$ cat src/rtl/airi5c_div_unit_pkg.sv
// Shared op encodings and decode helpers for the RV32M divider.
package airi5c_div_unit_pkg;

  localparam int DIV_OP_WIDTH = 2;

  localparam logic [DIV_OP_WIDTH-1:0] DIV_OP_DIV  = 2'd0;
  localparam logic [DIV_OP_WIDTH-1:0] DIV_OP_DIVU = 2'd1;
  localparam logic [DIV_OP_WIDTH-1:0] DIV_OP_REM  = 2'd2;
  localparam logic [DIV_OP_WIDTH-1:0] DIV_OP_REMU = 2'd3;

  // Encodings are chosen so bit 0 marks unsigned and bit 1 marks remainder.
  function automatic logic is_signed_op(input logic [DIV_OP_WIDTH-1:0] op);
    return !op[0];
  endfunction

  function automatic logic is_rem_op(input logic [DIV_OP_WIDTH-1:0] op);
    return op[1];
  endfunction

endpackage

$ cat src/rtl/airi5c_div_unit_step.sv
// One restoring-division step: shift in the next dividend bit, trial-subtract the divisor.
module airi5c_div_step #(
  parameter int XPR_LEN = 32
) (
  input  logic [XPR_LEN:0]   rem,
  input  logic               quo_msb,
  input  logic [XPR_LEN-1:0] div,
  output logic [XPR_LEN:0]   rem_next,
  output logic               quo_bit
);

  logic [XPR_LEN+1:0] shifted;
  logic [XPR_LEN+1:0] diff;

  always_comb begin
    shifted  = {rem, quo_msb};
    diff     = shifted - {2'b00, div};
    quo_bit  = !diff[XPR_LEN+1];
    rem_next = quo_bit ? diff[XPR_LEN:0] : shifted[XPR_LEN:0];
  end

endmodule

$ cat src/rtl/airi5c_div_unit.sv
// Iterative radix-2 divider for DIV/DIVU/REM/REMU; 34-cycle latency, 1 cycle for div-by-zero/overflow.
// Result holds in DONE until resp_ready_i; kill_i aborts from any state.
module airi5c_div_unit
  import airi5c_div_unit_pkg::*;
#(
  parameter int XPR_LEN = 32
) (
  input  logic                    clk_i,
  input  logic                    nreset_i,
  input  logic                    req_valid_i,
  output logic                    req_ready_o,
  input  logic [DIV_OP_WIDTH-1:0] op_i,
  input  logic [XPR_LEN-1:0]      src_a_i,
  input  logic [XPR_LEN-1:0]      src_b_i,
  input  logic                    kill_i,
  output logic                    resp_valid_o,
  input  logic                    resp_ready_i,
  output logic [XPR_LEN-1:0]      resp_data_o
);

  typedef enum logic [1:0] {
    DIV_ST_IDLE = 2'd0,
    DIV_ST_CALC = 2'd1,
    DIV_ST_FIX  = 2'd2,
    DIV_ST_DONE = 2'd3
  } div_state_t;

  localparam int CNT_W = $clog2(XPR_LEN);
  localparam logic [CNT_W-1:0]   CNT_LAST = CNT_W'(XPR_LEN - 1);
  localparam logic [XPR_LEN-1:0] MIN_NEG  = {1'b1, {(XPR_LEN-1){1'b0}}};

  div_state_t                state;
  logic [DIV_OP_WIDTH-1:0]   op_q;
  logic                      neg_q;
  logic                      neg_r;
  logic [XPR_LEN:0]          rem;
  logic [XPR_LEN-1:0]        quo;
  logic [XPR_LEN-1:0]        div;
  logic [CNT_W-1:0]          cnt;

  logic                      a_neg, b_neg, div_zero, ovf;
  logic [XPR_LEN-1:0]        a_mag, b_mag, quo_fix, rem_fix;
  logic [XPR_LEN:0]          rem_next;
  logic                      quo_bit;

  always_comb begin
    a_neg    = is_signed_op(op_i) && src_a_i[XPR_LEN-1];
    b_neg    = is_signed_op(op_i) && src_b_i[XPR_LEN-1];
    a_mag    = a_neg ? -src_a_i : src_a_i;
    b_mag    = b_neg ? -src_b_i : src_b_i;
    div_zero = (src_b_i == '0);
    ovf      = is_signed_op(op_i) && (src_a_i == MIN_NEG) && (src_b_i == '1);
    quo_fix  = neg_q ? -quo : quo;
    rem_fix  = neg_r ? -rem[XPR_LEN-1:0] : rem[XPR_LEN-1:0];
  end

  airi5c_div_step #(.XPR_LEN(XPR_LEN)) u_step (
    .rem      (rem),
    .quo_msb  (quo[XPR_LEN-1]),
    .div      (div),
    .rem_next (rem_next),
    .quo_bit  (quo_bit)
  );

  always_ff @(posedge clk_i or negedge nreset_i) begin
    if (!nreset_i) begin
      state        <= DIV_ST_IDLE;
      op_q         <= '0;
      neg_q        <= 1'b0;
      neg_r        <= 1'b0;
      rem          <= '0;
      quo          <= '0;
      div          <= '0;
      cnt          <= '0;
      req_ready_o  <= 1'b1;
      resp_valid_o <= 1'b0;
      resp_data_o  <= '0;
    end else if (kill_i) begin
      state        <= DIV_ST_IDLE;
      req_ready_o  <= 1'b1;
      resp_valid_o <= 1'b0;
    end else begin
      case (state)
        DIV_ST_IDLE: begin
          if (req_valid_i) begin
            op_q        <= op_i;
            neg_q       <= a_neg ^ b_neg;
            neg_r       <= a_neg;
            quo         <= a_mag;
            div         <= b_mag;
            rem         <= '0;
            cnt         <= CNT_LAST;
            req_ready_o <= 1'b0;
            if (div_zero) begin
              resp_data_o <= is_rem_op(op_i) ? src_a_i : '1;
              state       <= DIV_ST_DONE;
            end else if (ovf) begin
              resp_data_o <= is_rem_op(op_i) ? '0 : MIN_NEG;
              state       <= DIV_ST_DONE;
            end else begin
              state       <= DIV_ST_CALC;
            end
          end
        end
        DIV_ST_CALC: begin
          rem <= rem_next;
          quo <= {quo[XPR_LEN-2:0], quo_bit};
          cnt <= cnt - 1'b1;
          if (cnt == '0) state <= DIV_ST_FIX;
        end
        DIV_ST_FIX: begin
          resp_data_o <= is_rem_op(op_q) ? rem_fix : quo_fix;
          state       <= DIV_ST_DONE;
        end
        DIV_ST_DONE: begin
          // valid rises one edge after entering DONE; ready only retires a presented result
          if (resp_valid_o && resp_ready_i) begin
            resp_valid_o <= 1'b0;
            req_ready_o  <= 1'b1;
            state        <= DIV_ST_IDLE;
          end else begin
            resp_valid_o <= 1'b1;
          end
        end
        default: state <= DIV_ST_IDLE;
      endcase
    end
  end

endmodule

$ cat config.mk
export PLATFORM = sky130hd
export DESIGN_NAME = airi5c_div_unit
export DESIGN_NICKNAME = d
export VERILOG_FILES = /design/src/rtl/airi5c_div_unit_pkg.sv /design/src/rtl/airi5c_div_unit_step.sv /design/src/rtl/airi5c_div_unit.sv
export SDC_FILE = /design/constraint.sdc
export NUM_CORES = 1
export LEC_CHECK = 0
export CAP_MARGIN = 20
export CORE_MARGIN = 3
export CORE_UTILIZATION = 38
export CTS_CLUSTER_DIAMETER = 80
export CTS_CLUSTER_SIZE = 20
export DETAILED_ROUTE_END_ITERATION = 10
export PLACE_DENSITY = 0.61
export SYNTH_ARGS = -nofsm -noshare
export SYNTH_HDL_FRONTEND = slang
export SYNTH_SLANG_ARGS = --single-unit
$ cat constraint.sdc
create_clock -name clk_i -period 3.1 [get_ports clk_i]
set_input_delay 0.31 -clock clk_i [delete_from_list [all_inputs] [get_ports clk_i]]
set_output_delay 0.31 -clock clk_i [all_outputs]
set_load 0.005 [all_outputs]
==> results of run 1 <==
[routing by layer]
layer	vias up	routed length (um)	GRT usage, %
met3	63	2278	4.172
met4	0	1124	8.017
met2	382	16880	37.23
li1	5616	-	-
met1	5422	16550	31.37
met5	-	0	0
[flip-flops by register name, summed over array words and instances (netlist names)]
name / flops
resp_valid_o: 1
quo: 32
state: 2
rem: 33
op_q: 1
cnt: 5
resp_data_o: 32
req_ready_o: 1
neg_r: 1
div: 32
neg_q: 1
[final cells by class]
cell class	instances	area, um2	area share (%)
Multi-Input combinational cell	1151	7326	49.05
Sequential cell	141	3531	23.64
Timing Repair Buffer	317	2743	18.36
Tap cell	384	480.5	3.217
Clock buffer	19	442.9	2.966
Inverter	66	247.7	1.659
Clock inverter	13	165.2	1.106
[synthesized netlist by cell type (all sizes together) (14+ instances only)]
library cell | number | share of area (%)
a21o | 31 | 2.1
a21oi | 106 | 4.7
buf | 17 | 0.70
clkbuf | 65 | 2.2
dfrtp | 140 | 31
ha | 43 | 4.8
inv | 65 | 2.2
mux2i | 28 | 2.5
nand2 | 190 | 6.4
nand2b | 14 | 0.78
nand3 | 32 | 1.5
nand4 | 15 | 0.84
nor2 | 109 | 3.7
nor3 | 31 | 1.5
o211ai | 22 | 1.5
o21ai | 192 | 8.6
o31ai | 28 | 2.0
or3 | 18 | 1.1
xnor2 | 75 | 5.9
xor2 | 69 | 5.4
[worst max-delay path, stage by stage]
cell,delay [ns]
dlygate4sd2_1,0.24
or4_4,0.53
or3_4,0.42
nor2_4,0.13
buf_6,0.11
buf_4,0.09
buf_4,0.09
buf_4,0.09
buf_4,0.10
buf_4,0.09
buf_4,0.09
buf_4,0.09
buf_4,0.09
buf_4,0.09
buf_4,0.10
nand2_4,0.08
nor2_4,0.20
a21oi_1,0.11
xnor2_1,0.19
o21ai_0,0.09
[cells by family (layout without fill, tap and decap cells)]
| logic type | count (synthesis) | in the layout | share of synthesized area, % |
|---|---|---|---|
| adder cells (fa/ha/maj) | 44 | 44 | 4.987 |
| flip-flops | 141 | 141 | 31.54 |
| AO/OA/AOI/OAI | 469 | 469 | 25.22 |
| multiplexers | 30 | 30 | 2.706 |
| buffers and inverters | 148 | 415 | 5.109 |
| AND/OR/NAND/NOR | 464 | 464 | 19.16 |
| XOR/XNOR | 144 | 144 | 11.27 |
[power by group]
group,internal [mW],total [mW],switching [mW]
registers,2.49,3.14,0.650
logic,2.81,6.34,3.53
clock network,1.29,2.16,0.869
[what timing repair did]
item / in CTS / in global routing
resized for setup: 27 / 40
hold buffers: 1 / 0
hold endpoints to repair: 76 / 0
setup buffers: 15 / 3
setup endpoints to repair: 55 / 71
cloned: 2 / 0
pin swaps: 15 / 26
[worst paths after layout]
kind	startpoint	to	slack, ns	cells after the start
setup / recovery	src_b_i[6]	div[21]	0.08	20
hold / removal	src_b_i[19]	div[19]	0.43	4
setup reg to reg	rem[14]	resp_data_o[22]	0.11	8
hold reg to reg	div[27]	div[27]	0.48	2
max in group asynchronous	nreset_i	rem[7]	1.79	3
min in group asynchronous	nreset_i	resp_data_o[4]	0.49	2
==> results by group, run 1 <==
Run status
  – Status: complete, no violations

Die
  – Die ar.: between 30,000 and 40,000 um2
  – Core ar.: approximately 29,000 um2
  – Row count: 62
  – Initial Utilization: between 30% and 40%
  – Die W: about 180 um
  – Die H: approximately 180 um
  – # IOs: roughly 110

Timing
  – Fin Hold WS: 0.4275 ns
  – Setup ws final: 0.08267 ns
  – Peak Freq: 0.3314 GHz
  – Crit share post-route: 97.33%
  – Fin Clk Skew: 0.01517 ns
  – Fin. max-slew vios: 0
  – Least-Margin Pin Slew: 0.8296 ns
  – RSZ-0062 raised after global routing: true
  – Worst slew margin: 44.63%
  – Setup tns final: 0 ns
  – Fin. Hold Viols: 0
  – Minimum clock period: 3.017 ns
  – Endpoints failing setup: 0

Setup path
  – Critical path fanouts, max: 5
  – Required time worst endpoint: about 3.4 ns
  – WS Path Type: in -> reg
  – CP arrival: 3.32 ns
  – CP Launch Type: input pin
  – Setup crit end kind: flip-flop

Cells and area
  – Final Instance Count excl. Fillers: approximately 2,100
  – Final Core Density: between 50% and 60%
  – Final net count: between 1,500 and 2,000
  – Syn-to-layout area delta: 33.46%
  – Commonest non-fill, non-tap cell in the layout: buf_4
  – Final Cell Area: 14,940 um2
  – Diode count: 0
  – Most frequent cells in the layout: 203 x buf_4, 188 x nand2_1, 177 x o21ai_0
  – Layout cells sized above 1: 17.87%
  – Fillers: 2,782

Routing
  – # DRC: 0
  – Drt pass-1 iters: 5
  – Vias per std cell: 5.492
  – DRT iter0 DRCs: approximately 980
  – Routed vias: 11,480
  – Post-route ant nets: 0
  – Wire length per cell: 17.61 um
  – Drt total wl: around 37 mm

Clocking
  – Clk_lat worst skew: 0.44 ns
  – Inserted Clock Buffers: 17
  – CTS tree: done
  – Clock Path Buffers: 2
  – H-tree levels: 4
  – Clock sink total: around 140
  – Root Buffer: clkbuf_16
  – Clk pin slew, worst setup/hold paths: 0.06 ns

Power
  – Leakage: 6.595 nW
  – Worst vdd ir: 0.4360 mV
  – Power Density: about 780 nW/um2
  – Total power: approximately 12 mW

Synthesis
  – FF+latch count, synth: 141
  – Cell Area, Synth: roughly 11,000 um2
  – Syn. warnings: 0
  – Syn_nets: 1,555
  – Seq/Total Area, Yosys: a little under a third
  – Synth cell types: 68
  – Mean Syn Cell Area: 7.771 um2
  – Post-synth EDFFs: 0
  – Top FF cell, synth: dfrtp_1
  – Post-synth ARST share: 100.0%
  – Syn Inst Count: roughly 1,400

Global routing
  – Tot GR Track Use: around 23%
  – Gr ovfl total: 0
  – Largest net degree at the start of global routing: 84
  – Number of global-route vias before repair: 10,940
  – Initial antenna violation count: 0
  – First-pass GRT wire length: 58.05 mm

Place
  – Post-DP HPWL: 27.72 mm
  – Pre-CTS setup slack: -0.6798 ns
  – Final GP Congestion: 0.9150
  – # port buffers: roughly 100
  – Post-DP Area: 13,920 um2
  – Dpl cells: 2,039

Min path
  – Hold Path Class: in -> reg

Flow run
  – Maxcap violations: 0
Note: power is estimated with default switching activity, not from simulation.
==> run 2: changes to the inputs <==
--- a/config.mk
+++ b/config.mk
@@ -7,11 +7,12 @@
 export LEC_CHECK = 0
 export CAP_MARGIN = 20
 export CORE_MARGIN = 3
-export CORE_UTILIZATION = 38
+export CORE_UTILIZATION = 45
 export CTS_CLUSTER_DIAMETER = 80
 export CTS_CLUSTER_SIZE = 20
 export DETAILED_ROUTE_END_ITERATION = 10
-export PLACE_DENSITY = 0.61
+export PLACE_DENSITY = 0.7
+export SKIP_LAST_GASP = 1
 export SYNTH_ARGS = -nofsm -noshare
 export SYNTH_HDL_FRONTEND = slang
 export SYNTH_SLANG_ARGS = --single-unit
==> results by group, run 2 (synthesis results as in run 1) <==
Place
  – Post-DP HPWL: approximately 28 mm
  – Dpl cells: 1,959
  – Post-DP Area: 13,680 um2
  – Pre-CTS setup slack: -0.7164 ns
  – Final GP Congestion: about 0.93
  – # port buffers: 104

Setup path
  – Setup crit end kind: flip-flop
  – Crit-path max cell delay: 0.55 ns
  – Required time worst endpoint: 3.42 ns
  – Critical-path cell list: or4_4 -> or2_4 -> or4_4 -> or4_4 -> o41ai_4 -> xor2_1 -> o22ai_1 -> nor2b_1 -> o21ai_1
  – Slowest stage cell on the critical path: or4_4
  – Buf/Inv on CP: 0
  – Reg-to-reg slack, setup: -0.04 ns
  – Worst R2R Start: quo[16]
  – Cell family with most CP delay: simple AND/OR/NAND/NOR gates
  – CP dominant cell by count: or4_4
  – Critical path fanouts, max: 4
  – CP Launch Type: flip-flop
  – Reg2Reg Depth: 9
  – Reg2reg end: resp_data_o[26]
  – WS Path Type: reg -> reg
  – CP arrival: 3.45 ns

Clocking
  – Clk_lat worst skew: 0.44 ns
  – Root Buffer: clkbuf_16
  – Clock sink total: ~140
  – Clock Path Buffers: 2
  – Clk pin slew, worst setup/hold paths: around 0.070 ns
  – Inserted Clock Buffers: 17
  – CTS tree: done
  – H-tree levels: 4

Cells and area
  – Commonest non-fill, non-tap cell in the layout: nand2_1
  – Top reg by flops: rem
  – Final Instance Count excl. Fillers: 2,011
  – Final net count: around 1,800
  – Final Cell Area: 14,670 um2
  – Layout cells sized above 1: 16.83%
  – Diode count: 0
  – Most frequent cells in the layout: 189 x nand2_1, 183 x buf_4, 180 x o21ai_0
  – Largest register FFs: 33
  – Fillers: 2,235
  – Syn-to-layout area delta: 31.12%

Timing
  – Setup tns final: -0.03794 ns
  – Worst slew margin: 51.74%
  – Fin. max-slew vios: 0
  – Endpoints failing setup: 1
  – Fin Hold WS: 0.2997 ns
  – Peak Freq: roughly 0.32 GHz
  – RSZ-0062 raised after global routing: true
  – Crit share post-route: 101.2%
  – Fin Clk Skew: 0.01577 ns
  – Setup ws final: -0.03794 ns
  – Fin. Hold Viols: 0
  – Least-Margin Pin Slew: 0.7232 ns
  – Minimum clock period: 3.138 ns

Min path
  – Hold path start: src_b_i[19]
  – Hold Path Class: in -> reg
  – Hold path cells: 4
  – WHS Endpoint: div[19]

Power
  – Leakage: 6.484 nW
  – Worst vdd ir: 0.4008 mV
  – Power Density: 792.7 nW/um2

Global routing
  – Largest net degree at the start of global routing: 65
  – Gr ovfl total: 0
  – Initial antenna violation count: 0
  – Tot GR Track Use: 27.29%
  – Number of global-route vias before repair: 11,380
  – First-pass GRT wire length: 58.61 mm

Routing
  – Vias per std cell: 5.789
  – # DRC: 0
  – Post-route ant nets: 0
  – Drt pass-1 iters: 5
  – Drt total wl: 36.31 mm
  – Routed vias: 11,640
  – Wire length per cell: about 18 um
  – DRT iter0 DRCs: about 1,100

Die
  – Die H: 163.7 um
  – Die W: between 150 and 200 um
  – Initial Utilization: a little under half
  – Core ar.: about 24,000 um2
  – Die ar.: 26,800 um2
  – Row count: 57
  – # IOs: 105

Run status
  – Failing checks: setup timing
  – Status: complete, but fails checks

Flow run
  – Maxcap violations: 0
==> run 2: cell types whose count changed in the layout (fill, tap and decap cells not counted), sizes merged <==
| cell | delta |
|---|---|
| buf | -16 |
| clkdlybuf4s50 | -4 |
| clkinv | -4 |
| clkbuf | +3 |
| clkdlybuf4s15 | +3 |
| dlygate4sd2 | -2 |
| clkinvlp | +1 |
| inv | -1 |
==> run 2: worst max path at each step <==
stage | slack, ns | start | endpoint | cells past startpoint
global placement | -0.65 | src_b_i[6] | resp_data_o[25] | 11
floorplan | 0.06 | src_b_i[17] | resp_data_o[14] | 11
global route | -0.16 | quo[16] | resp_data_o[26] | 9
finish | -0.04 | quo[16] | resp_data_o[26] | 9
detailed placement | -0.72 | src_b_i[6] | resp_data_o[28] | 11
CTS | 0.008 | src_b_i[18] | resp_data_o[22] | 11
==> run 2: final cells by class <==
cell class	instances	area [um2]	share of cell area [%]
Clock buffer	23	498.0	3.394
Clock inverter	9	132.6	0.9039
Inverter	66	247.7	1.688
Multi-Input combinational cell	1151	7286	49.65
Sequential cell	141	3530	24.06
Tap cell	324	405.4	2.763
Timing Repair Buffer	297	2574	17.54
==> run 2: what timing repair did <==
item,4_1_cts,5_1_grt
endpoints found under the setup margin,44,44
pin swaps,14,17
hold buffers,1,0
buffers inserted,13,4
gates cloned,2,0
resized for setup,49,24
endpoints found under the hold margin,57,0
==> run 2: power breakdown <==
part	internal, mW	switching (mW)	leakage (nW)
Combinational	2.75	3.56	4.36
Clock	1.37	0.818	0.294
Sequential	2.49	0.635	1.84
Total	6.61	5.02	6.48
==> run 2: worst reg2reg max path, delay by kind of cell, from the launching register on <==
family | cells | cell delay, ns
AO/OA/AOI/OAI | 3 | 0.48
AND/OR/NAND/NOR | 5 | 1.96
flip-flops | 1 | 0.38
XOR/XNOR | 1 | 0.20
==> run 2: per-layer routing <==
layer / global-route usage [%] / vias up / routed length, um
li1: - / 5590 / -
met1: 36.40 / 5569 / 15920
met2: 45.42 / 395 / 17020
met3: 3.960 / 87 / 2141
met4: 9.419 / 0 / 1232
met5: 0 / - / 0
==> run 2: per-stage QoR <==
stage	util, %	power [mW]
floorplan	-	6.823
global placement	56.09	8.939
detailed placement	56.09	9.105
CTS	59.66	11.44
global route	60.16	12.48
finish	60.16	11.63
